===== src/rtl/imm_encoder.sv =====
// -----------------------------------------------------------------------------
// imm_encoder
//
// Purpose:
//   Packs a 32-bit two's-complement immediate into the I/S/B/U/J immediate bit
//   positions of an instruction template. This is the inverse of the decode-side
//   sign-extender. It also expands the LI pseudo-op into a single ADDI, a single
//   LUI, or a LUI followed by an ADDI. It feeds instruction memory from the
//   program loader / self-test generator. The output has one registered stage.
//
// Handshake (both sides):
//   A transfer happens on a rising edge where valid && ready. A producer
//   holding valid keeps its payload stable until the transfer. Here out_valid,
//   out_instr, out_last and out_err stay stable while out_valid && !out_ready.
//   in_ready is combinational; it never depends on in_valid.
//
// Ports:
//   clk        in   1   clock, rising edge
//   reset      in   1   asynchronous reset, active-low
//   in_valid   in   1   request valid
//   in_ready   out  1   request accepted when in_valid && in_ready
//   in_fmt     in   3   0=I 1=S 2=B 3=U 4=J 5=LI, 6/7 illegal
//   in_imm     in   32  immediate (byte offset for B/J)
//   in_base    in   32  template; immediate fields overwritten, LI uses rd=[11:7]
//   out_valid  out  1   instruction beat valid
//   out_ready  in   1   consumer accepts beat when out_valid && out_ready
//   out_instr  out  32  encoded instruction (NOP_INSTR when idle)
//   out_last   out  1   final beat of the request
//   out_err    out  1   immediate not representable in the format / illegal fmt
//   dbg_state  out  1   FSM state (0=IDLE, 1=EMIT2), for observation only
//
// Configuration:
//   IMM_ENC_RANGE_CHECK_EN - when defined, out_err also flags immediates that
//   the field truncation cannot represent. The encoding is the same either way.
// -----------------------------------------------------------------------------
module imm_encoder #(
    parameter logic [31:0] NOP_INSTR = 32'h00000013
) (
    input  logic        clk,
    input  logic        reset,
    input  logic        in_valid,
    output logic        in_ready,
    input  logic [2:0]  in_fmt,
    input  logic [31:0] in_imm,
    input  logic [31:0] in_base,
    output logic        out_valid,
    input  logic        out_ready,
    output logic [31:0] out_instr,
    output logic        out_last,
    output logic        out_err,
    output logic        dbg_state
);

    typedef enum logic {
        IDLE  = 1'b0,
        EMIT2 = 1'b1
    } state_t;

    state_t      state_q, state_d;
    logic        out_valid_q, out_valid_d;
    logic [31:0] out_instr_q, out_instr_d;
    logic        out_last_q, out_last_d;
    logic        out_err_q, out_err_d;
    logic [31:0] addi_q, addi_d;

    logic        accept;
    logic [31:0] enc_instr;
    logic        enc_last;
    logic        enc_err;
    logic        enc_two;
    logic [31:0] enc_addi;
    logic        range_err;

    // LI helpers
    logic [4:0]  li_rd;
    logic [11:0] li_lo;
    logic [19:0] li_hi;
    logic        li_small;

    assign in_ready = (state_q == IDLE) && (!out_valid_q || out_ready);
    assign accept   = in_valid && in_ready;

    assign li_rd    = in_base[11:7];
    assign li_lo    = in_imm[11:0];
    // (imm + 0x800) >> 12: the carry into bit 12 is exactly imm[11]. ADDI
    // sign-extends lo, so hi has to compensate when lo is negative.
    assign li_hi    = in_imm[31:12] + {19'd0, in_imm[11]};
    // The value fits a sign-extended 12-bit ADDI immediate.
    assign li_small = (&in_imm[31:11]) || !(|in_imm[31:11]);

`ifdef IMM_ENC_RANGE_CHECK_EN
    logic i_fits, b_fits, j_fits;
    assign i_fits = (&in_imm[31:11]) || !(|in_imm[31:11]);
    assign b_fits = !in_imm[0] && ((&in_imm[31:12]) || !(|in_imm[31:12]));
    assign j_fits = !in_imm[0] && ((&in_imm[31:20]) || !(|in_imm[31:20]));

    always_comb begin
        range_err = 1'b0;
        case (in_fmt)
            3'd0, 3'd1: range_err = !i_fits;
            3'd2:       range_err = !b_fits;
            3'd3:       range_err = |in_imm[11:0];
            3'd4:       range_err = !j_fits;
            default:    range_err = 1'b0;
        endcase
    end
`else
    assign range_err = 1'b0;
`endif

    // Combinational encoder: the first beat for the current request.
    always_comb begin
        enc_instr = in_base;
        enc_last  = 1'b1;
        enc_err   = 1'b0;
        enc_two   = 1'b0;
        enc_addi  = NOP_INSTR;
        case (in_fmt)
            3'd0: enc_instr = {in_imm[11:0], in_base[19:0]};
            3'd1: enc_instr = {in_imm[11:5], in_base[24:12], in_imm[4:0], in_base[6:0]};
            3'd2: enc_instr = {in_imm[12], in_imm[10:5], in_base[24:12],
                               in_imm[4:1], in_imm[11], in_base[6:0]};
            3'd3: enc_instr = {in_imm[31:12], in_base[11:0]};
            3'd4: enc_instr = {in_imm[20], in_imm[10:1], in_imm[11],
                               in_imm[19:12], in_base[11:0]};
            3'd5: begin
                if (li_small) begin
                    enc_instr = {li_lo, 5'd0, 3'b000, li_rd, 7'h13};
                end else if (li_lo == 12'd0) begin
                    enc_instr = {li_hi, li_rd, 7'h37};
                end else begin
                    enc_instr = {li_hi, li_rd, 7'h37};
                    enc_last  = 1'b0;
                    enc_two   = 1'b1;
                    enc_addi  = {li_lo, li_rd, 3'b000, li_rd, 7'h13};
                end
            end
            default: enc_err = 1'b1;
        endcase
        // LI never flags; range_err is already 0 for fmt 5.
        if (in_fmt <= 3'd4) begin
            enc_err = range_err;
        end
    end

    // Next-state logic for the FSM and the output register.
    always_comb begin
        state_d     = state_q;
        out_valid_d = out_valid_q;
        out_instr_d = out_instr_q;
        out_last_d  = out_last_q;
        out_err_d   = out_err_q;
        addi_d      = addi_q;
        if (accept) begin
            out_valid_d = 1'b1;
            out_instr_d = enc_instr;
            out_last_d  = enc_last;
            out_err_d   = enc_err;
            if (enc_two) begin
                state_d = EMIT2;
                addi_d  = enc_addi;
            end
        end else if (state_q == EMIT2) begin
            // The LUI beat is in the output register; swap in the ADDI once it is taken.
            if (out_ready) begin
                out_instr_d = addi_q;
                out_last_d  = 1'b1;
                out_err_d   = 1'b0;
                state_d     = IDLE;
            end
        end else if (out_valid_q && out_ready) begin
            out_valid_d = 1'b0;
            out_instr_d = NOP_INSTR;
            out_last_d  = 1'b0;
            out_err_d   = 1'b0;
        end
    end

    always_ff @(posedge clk or negedge reset) begin
        if (!reset) begin
            state_q     <= IDLE;
            out_valid_q <= 1'b0;
            out_instr_q <= NOP_INSTR;
            out_last_q  <= 1'b0;
            out_err_q   <= 1'b0;
            addi_q      <= NOP_INSTR;
        end else begin
            state_q     <= state_d;
            out_valid_q <= out_valid_d;
            out_instr_q <= out_instr_d;
            out_last_q  <= out_last_d;
            out_err_q   <= out_err_d;
            addi_q      <= addi_d;
        end
    end

    assign out_valid = out_valid_q;
    assign out_instr = out_instr_q;
    assign out_last  = out_last_q;
    assign out_err   = out_err_q;
    assign dbg_state = (state_q == EMIT2);

endmodule

===== config.mk =====
export PLATFORM = sky130hd
export DESIGN_NAME = imm_encoder
export DESIGN_NICKNAME = d
export VERILOG_FILES = /design/src/rtl/imm_encoder.sv
export SDC_FILE = /design/constraint.sdc
export NUM_CORES = 1
export LEC_CHECK = 0
export ABC_AREA = 1
export BUFFER_PORTS_ARGS = -buffer_cell sky130_fd_sc_hd__buf_2
export CAP_MARGIN = 25
export CELL_PAD_IN_SITES_DETAIL_PLACEMENT = 1
export CELL_PAD_IN_SITES_GLOBAL_PLACEMENT = 1
export CORE_MARGIN = 4
export CORE_UTILIZATION = 38
export CTS_BUF_LIST = sky130_fd_sc_hd__clkbuf_4
export DETAILED_ROUTE_END_ITERATION = 10
export GPL_TIMING_DRIVEN = 0
export PLACE_DENSITY = 0.94
export SKIP_LAST_GASP = 1
export SYNTH_ARGS = -nofsm -noshare
export SYNTH_HDL_FRONTEND = slang
export SYNTH_SLANG_ARGS = --single-unit

===== constraint.sdc =====
create_clock -name clk -period 2 [get_ports clk]
set_clock_uncertainty 0.1 [all_clocks]
set_input_delay 0 -clock clk [delete_from_list [all_inputs] [get_ports clk]]
set_output_delay 0 -clock clk [all_outputs]
set_load 0.005 [all_outputs]

==> summary.txt, run 1 <==
Sequential cell area fraction in the yosys report: 35.6%
RSZ-0062 raised after global routing: yes
Final setup violation count: 0
Failing checks: hold timing
GPL Wtd Cong: 0.933
Slowest-stage cell, CP: dfrtp_1
Worst Setup End Kind: flip-flop
CP arrival: 2.11 ns
Maximum vdd drop: 0.000465 V
Routed Antenna Nets: 0
Vias in the first global route: 5009
Reg2Reg Depth: 10
Simple-Gate Fraction of Synth Area: 34.1%
Count of input and output buffers: 106
Main combinational cell family by area after synthesis: simple AND/OR/NAND/NOR gates
Post-synthesis mux area share: 0%
Cell depth of the worst hold path: 5
Placeable Area: 0.00942 mm²
Final Max Slew Viols: 0
HPWL Detailed: 11700 µm
Die Width: 107 µm
Clock sink total: 53
Tmin final: 1.89 ns
XOR/XNOR Fraction of Synth Area: 2.34%
Initial drt markers: 260
CTS tree: done
Starting Density: 39.7%
Worst slew pin tran: 0.659 ns
WP depth: 10
# rows: 35
Die area: 0.0115 mm²
First-pass GRT wire length: 26300 µm
WHS: -0.00187 ns
Via Count: 4498
Drt first pass iters: 4
Post-Synth Adder-Cell Area: 1.00%
Root buffer cell: clkbuf_4
Post-synthesis cell type count: 44
PwrDens: 660 mW/mm²
CP peak stage delay: 0.40 ns
Final #Nets: 764
FFs w/ async S/R, synth: 100%
Worst-path cell chain: buf_4, inv_1, o21ai_1, nor2_2, inv_2, buf_4, buf_4, nor2_1, nand2_1, a21oi_1
Most frequent cells in the layout: nand2_1, buf_2, nor2_1
WL/cell: 19.7 µm
Syn_nets: 606
Flops & latches, synth: 53
Share of layout cells above drive strength 1: 25.8%
# IOs: 108
Synth Instances: 532
Cell area after synthesis: 0.00374 mm²
Cell repeated most along the worst path: buf_4
Most common library cell in the layout ignoring fill and taps: nand2_1
CP Class: flip-flop to flip-flop
Postcts setup bufs: 0
Total of max-cap violations: 0
Largest net degree at the start of global routing: 31
Startpoint Class: flip-flop
Lkg Pwr: 2.49 nW
Rel. slew slack: 56.1%
CP required: 2.22 ns
Ys Warns: 0
Clock transition at path regs: 0.16 ns
Critical path buffers and inverters: 5
Cts bufs inserted: 5
Max FO, Critical Path: 10
# DRC: 0
HP Class: input port to flip-flop
Largest delay share family, worst path: buffers and inverters
Initial antenna violation count: 0
Outcome: finished with violations
Synth Flop Type: dfrtp_1
N_diodes: 0
Clock Path Buffers: 2
Setup TNS: 0 ns
Clock latency on the worst-skew pair: 0.39 ns
Post-synth EDFFs: 0
Area Overhead vs Synth: 34.1%
Synth Area in Compound Gates: 18.8%
Syn avg cell area: 7.02 µm²
# H-tree levels: 2
Hold Fails Final Rpt: 1
Global Route Usage Sum: 29.3%
Final Total Pwr: 3.31 mW
Fmax: 0.529 GHz
WL final: 16200 µm
Grt ovf: 0
Via density: 5.49
Height of the die: 107 µm
Fillers: 1253
Period utilisation layout: 94.4%
## worst paths after layout
| path | slack [ns] | start | end |
|---|---|---|---|
| hold / removal | -0.002 | in_imm[17] | out_instr[17] |
| max in group asynchronous | 1.09 | reset | out_instr[4] |
| setup / recovery | 0.11 | dbg_state | out_instr[30] |
| min in group asynchronous | 0.04 | reset | out_instr[18] |
| hold reg to reg | 0.41 | addi_q[29] | addi_q[29] |
| setup reg to reg | 0.11 | dbg_state | out_instr[30] |
## layout make-up
class	instances	area (µm²)	area share [%]
Buffer	20	138	2.75
Clock buffer	6	45.0	0.899
Clock inverter	2	33.8	0.674
Inverter	48	186	3.72
Multi-Input combinational cell	411	2120	42.4
Sequential cell	53	1330	26.6
Tap cell	129	161	3.22
Timing Repair Buffer	151	991	19.8
## kinds of logic after synthesis
kind of cell	Yosys count
adders and majority gates	3
AOI/OAI and AO/OA	107
xor gates and xnor gates	10
and+or+nand+nor	291
buffers and inverters	68
DFF	53
## cell usage after synthesis, types with 3 or more instances
| library cell | n | share of area (%) |
|---|---|---|
| nand2_1 | 141 | 14 |
| dfrtp_1 | 50 | 33 |
| clkbuf_1 | 5 | 0.50 |
| o22ai_1 | 3 | 0.50 |
| nor2_1 | 82 | 8.2 |
| a221oi_1 | 10 | 2.3 |
| nor4_1 | 4 | 0.67 |
| dfstp_2 | 3 | 2.1 |
| o211ai_1 | 3 | 0.60 |
| inv_2 | 6 | 0.60 |
| inv_1 | 40 | 4.0 |
| nand2_2 | 4 | 0.67 |
| o221ai_1 | 4 | 0.94 |
| o21ai_2 | 15 | 3.5 |
| nor2_2 | 3 | 0.50 |
| xnor2_1 | 3 | 0.70 |
| xor2_1 | 7 | 1.6 |
| o21ai_0 | 13 | 1.7 |
| ha_1 | 3 | 1.0 |
| buf_2 | 12 | 1.6 |
| a21oi_1 | 48 | 6.4 |
| nand3_1 | 43 | 5.8 |
## power by group
part | switching (mW) | leakage (nW) | internal [mW]
combinational | 0.709 | 1.80 | 0.490
clock | 0.363 | 0.0433 | 0.274
sequential | 0.158 | 0.652 | 1.31
total | 1.23 | 2.49 | 2.08
## per-layer routing
metal	global-route usage [%]	vias up	part of all wire, %
met4	9.13	0	3.1
met5	0	-	0
met1	36.3	2190	40
met3	4.58	36	6.8
met2	51.8	190	50
li1	-	2082	-
## sequential cells by signal, indices dropped and copies added (netlist names)
register,count
dbg_state,1
out_last,1
out_valid,1
addi_q,17
out_instr,32
out_err,1
## worst register-to-register path: stages, from the launching register on
cell	delay [ns]
dfrtp_1	0.40
buf_4	0.18
inv_1	0.09
o21ai_1	0.11
nor2_2	0.16
inv_2	0.07
buf_4	0.19
buf_4	0.19
nor2_1	0.09
nand2_1	0.07
a21oi_1	0.16
## stage by stage
stage	area [µm²]	instances	util, %	hold slack [ns]	setup WS, ns
CTS	4980	820	52.9	0.00367	0.0193
finish	5010	820	53.2	-0.00187	0.111
global route	5010	820	53.2	0.00544	-0.0269
detailed placement	4450	768	47.2	-0.0764	-0.00579
global placement	4430	767	47.0	0.113	0.113
floorplan	3740	532	-	-0.396	0.374
## what timing repair did
item                                    in CTS  in global routing
resized for setup                            4                 13
endpoints found under the setup margin       5                 29
hold endpoints to repair                    96                  0
pin swaps                                    0                  1
hold buffers                                44                  0
No activity file was read; power rests on OpenSTA's default activity.
==> run 2, diff against run 1 <==
--- a/config.mk
+++ b/config.mk
@@ -5,13 +5,12 @@
 export SDC_FILE = /design/constraint.sdc
 export NUM_CORES = 1
 export LEC_CHECK = 0
-export ABC_AREA = 1
 export BUFFER_PORTS_ARGS = -buffer_cell sky130_fd_sc_hd__buf_2
 export CAP_MARGIN = 25
 export CELL_PAD_IN_SITES_DETAIL_PLACEMENT = 1
 export CELL_PAD_IN_SITES_GLOBAL_PLACEMENT = 1
 export CORE_MARGIN = 4
-export CORE_UTILIZATION = 38
+export CORE_UTILIZATION = 40
 export CTS_BUF_LIST = sky130_fd_sc_hd__clkbuf_4
 export DETAILED_ROUTE_END_ITERATION = 10
 export GPL_TIMING_DRIVEN = 0
==> summary.txt, run 2 <==
Outcome: finished with violations
Failing checks: hold timing
Count of input and output buffers: 102 (-3.8%)
Drt first pass iters: 9 (+5)
Max reg flops: 32 (unchanged)
# rows: 34 (-2.9%)
Ys Warns: 0 (unchanged)
Post-synthesis cell type count: 59 (+34%)
Cell area after synthesis: 0.00356 mm² (-4.8%)
Maximum vdd drop: 0.000247 V (-47%)
Area after DPL: 0.00422 mm² (-5.1%)
Worst Setup EP: out_instr[16]
WL final: 15900 µm (-1.5%)
WL met2: 7890 µm (-2.4%)
GPL Wtd Cong: 0.901 (-3.4%)
Area Overhead vs Synth: 42.5%
Root buffer cell: clkbuf_4
Count leader, synth: dfrtp_1
Via Count: 4217 (-6.2%)
# IOs: 108 (unchanged)
Worst-path cell chain: buf_2, ha_2, nand4_1, nor4_4, buf_4, a41oi_4, buf_2, a31oi_1, o21ai_0
Hold Fails Final Rpt: 1 (unchanged)
Worst Setup End Kind: flip-flop
Worst slew pin tran: 0.762 ns (+0.103 ns)
Lkg Pwr: 2.29 nW (-8.1%)
Period utilisation layout: 98.3% (+3.9 points)
Total of max-cap violations: 0 (unchanged)
CP Class: input port to flip-flop
Grt ovf: 0 (unchanged)
HPWL Detailed: 10600 µm (-9.3%)
Area of the multi-input gates: 0.00214 mm² (+0.59%)
Syn_nets: 465 (-23%)
Routed Antenna Nets: 0 (unchanged)
WL/cell: 23.3 µm (+18%)
Clock sink total: 53 (unchanged)
Clock transition at path regs: 0.18 ns (+0.02 ns)
Top sig layer: met4
FF-to-FF setup slack: 0.04 ns (-0.07 ns)
Starting Density: 41.0% (+1.3 points)
Final #Nets: 647 (-15%)
Met3 WL: 1140 µm (+3.7%)
Syn avg cell area: 9.10 µm² (+30%)
Placeable Area: 0.00868 mm² (-7.8%)
CP peak stage delay: 0.42 ns (+0.02 ns)
Largest net degree at the start of global routing: 32 (+3.2%)
Cts bufs inserted: 5 (unchanged)
Post-synth top cells: dfrtp_1, nand2_1, o21ai_0, nor2_1, clkbuf_1
Fmax: 0.508 GHz (-4.0%)
Via density: 6.17 (+13%)
CP arrival: 2.15 ns (+0.04 ns)
Vias in the first global route: 4511 (-9.9%)
Global Route Usage Sum: 30.0% (+0.71 points)
Sequential cell area fraction in the yosys report: 37.4% (+1.8 points)
# DRC: 0 (unchanged)
Synth area leader: dfrtp_1
Final Total Pwr: 3.21 mW (-3.0%)
WHS: -0.00149 ns (+0.000376 ns)
Rel. slew slack: 47.7% (-8.3 points)
Final Max Slew Viols: 0 (unchanged)
Synth Instances: 391 (-27%)
Most frequent cells in the layout: buf_2, dlygate4sd3_1, dfrtp_1
Most common library cell in the layout ignoring fill and taps: buf_2
Die Width: 102 µm (-4.5%)
CP required: 2.18 ns (-0.04 ns)
Initial drt markers: 444 (+71%)
Synth Flop Type: dfrtp_1
Slowest-stage cell, CP: nor4_4
Share of the synthesized area in the top cell type: 35.2% (+1.7 points)
Flops & latches, synth: 53 (unchanged)
Clock latency on the worst-skew pair: 0.38 ns (about the same)
Met1 wire length: 6230 µm (-4.2%)
Initial antenna violation count: 0 (unchanged)
Post-synth EDFFs: 0 (unchanged)
Die area: 0.0105 mm² (-8.9%)
R2r startpoint: out_valid
Height of the die: 102 µm (-4.5%)
PwrDens: 633 mW/mm² (-4.1%)
RSZ-0062 raised after global routing: yes
Startpoint Class: input port
Tmin final: 1.97 ns (+0.0779 ns)
First-pass GRT wire length: 24000 µm (-8.7%)
# H-tree levels: 2 (unchanged)
Clock Path Buffers: 2 (unchanged)
Cell repeated most along the worst path: buf_2
FFs w/ async S/R, synth: 100% (unchanged)
Max FO, Critical Path: 10 (unchanged)
Top post-synthesis cells by area: dfrtp_1, o21ai_0, nand2_1
Final setup violation count: 0 (unchanged)
Fillers: 1034 (-17%)
Reg2Reg Depth: 6 (-4)
Critical Path Start: in_imm[11]
FF/Latch Area: 0.00133 mm² (+0.19%)
Share of layout cells above drive strength 1: 31.4% (+5.6 points)
Worst r2r dst: out_instr[26]
Post-layout instance area: 0.00507 mm² (+1.2%)
CTS tree: done
HP Class: input port to flip-flop
run 2: cells by family (layout without fill, tap and decap cells):
logic type               count (synthesis)  in the layout  synth area share (%)
adder cells (fa/ha/maj)                  3              3                  1.06
AND/OR/NAND/NOR                        119            119                  16.5
buffers and inverters                   35            218                  4.43
other                                    0              1                     0
XOR/XNOR                                18             18                  4.43
flip-flops                              53             53                  37.4
multiplexers                            32             32                  10.6
AO/OA/AOI/OAI                          131            131                  25.6
run 2: what timing repair did:
| action | in CTS | in global routing |
|---|---|---|
| pin swaps | 2 | 3 |
| hold buffers | 60 | 0 |
| hold endpoints to repair | 100 | 0 |
| endpoints found under the setup margin | 45 | 35 |
| resized for setup | 10 | 20 |
| setup buffers | 9 | 3 |
run 2: through the flow:
stage | util (%) | TNS (ns) | hold slack (ns) | setup slack [ns] | std cells
4_1_cts | 57.3 | -0.0813 | 0.000675 | -0.0406 | 679
6_report | 58.4 | 0 | -0.00149 | 0.0332 | 683
3_3_place_gp | 48.4 | -11.84 | 0.114 | -0.583 | 601
2_1_floorplan | - | 0 | -0.396 | 0.00859 | 391
5_1_grt | 58.4 | -0.114 | 0.0248 | -0.0463 | 682
3_5_place_dp | 48.7 | -14.29 | -0.0716 | -0.661 | 602
run 2: worst min-delay path by stage:
stage / startpoint / end / slack, ns / depth (start not counted)
after floorplan: reset / addi_q[15] / -0.40 / 0
after global placement: in_base[0] / out_instr[0] / 0.11 / 2
after detailed placement: reset / out_instr[29] / -0.07 / 1
after CTS: in_base[26] / out_instr[26] / 0.0007 / 5
after global routing: in_imm[19] / out_instr[19] / 0.02 / 4
final: in_imm[29] / out_instr[30] / -0.001 / 5
run 2: area by class of cell:
class | count | share of cell area, %
clock inverters | 3 | 0.420
well taps | 108 | 2.67
multi-input cells | 303 | 42.1
inverters | 8 | 0.593
clock buffers | 5 | 0.741
repair buffers | 175 | 24.2
diodes | 1 | 0.0494
flip-flops and latches | 53 | 26.3
plain buffers | 27 | 2.91
run 2: report_power, final:
part	switching, mW	total [mW]	internal [mW]
clock	0.382	0.522	0.140
combinational	0.622	1.20	0.577
sequential	0.167	1.49	1.32
run 2: critical path: cells and delay by family:
kind | cells | cell delay, ns
compound gates | 3 | 0.59
fa+ha+maj | 1 | 0.25
buf+inv | 3 | 0.65
simple gates | 2 | 0.65
run 2: metal layers:
metal	GRT usage [%]	vias up
met1	36.6	2063
met4	12.2	0
li1	-	1841
met5	0	-
met2	52.2	245
met3	5.05	68
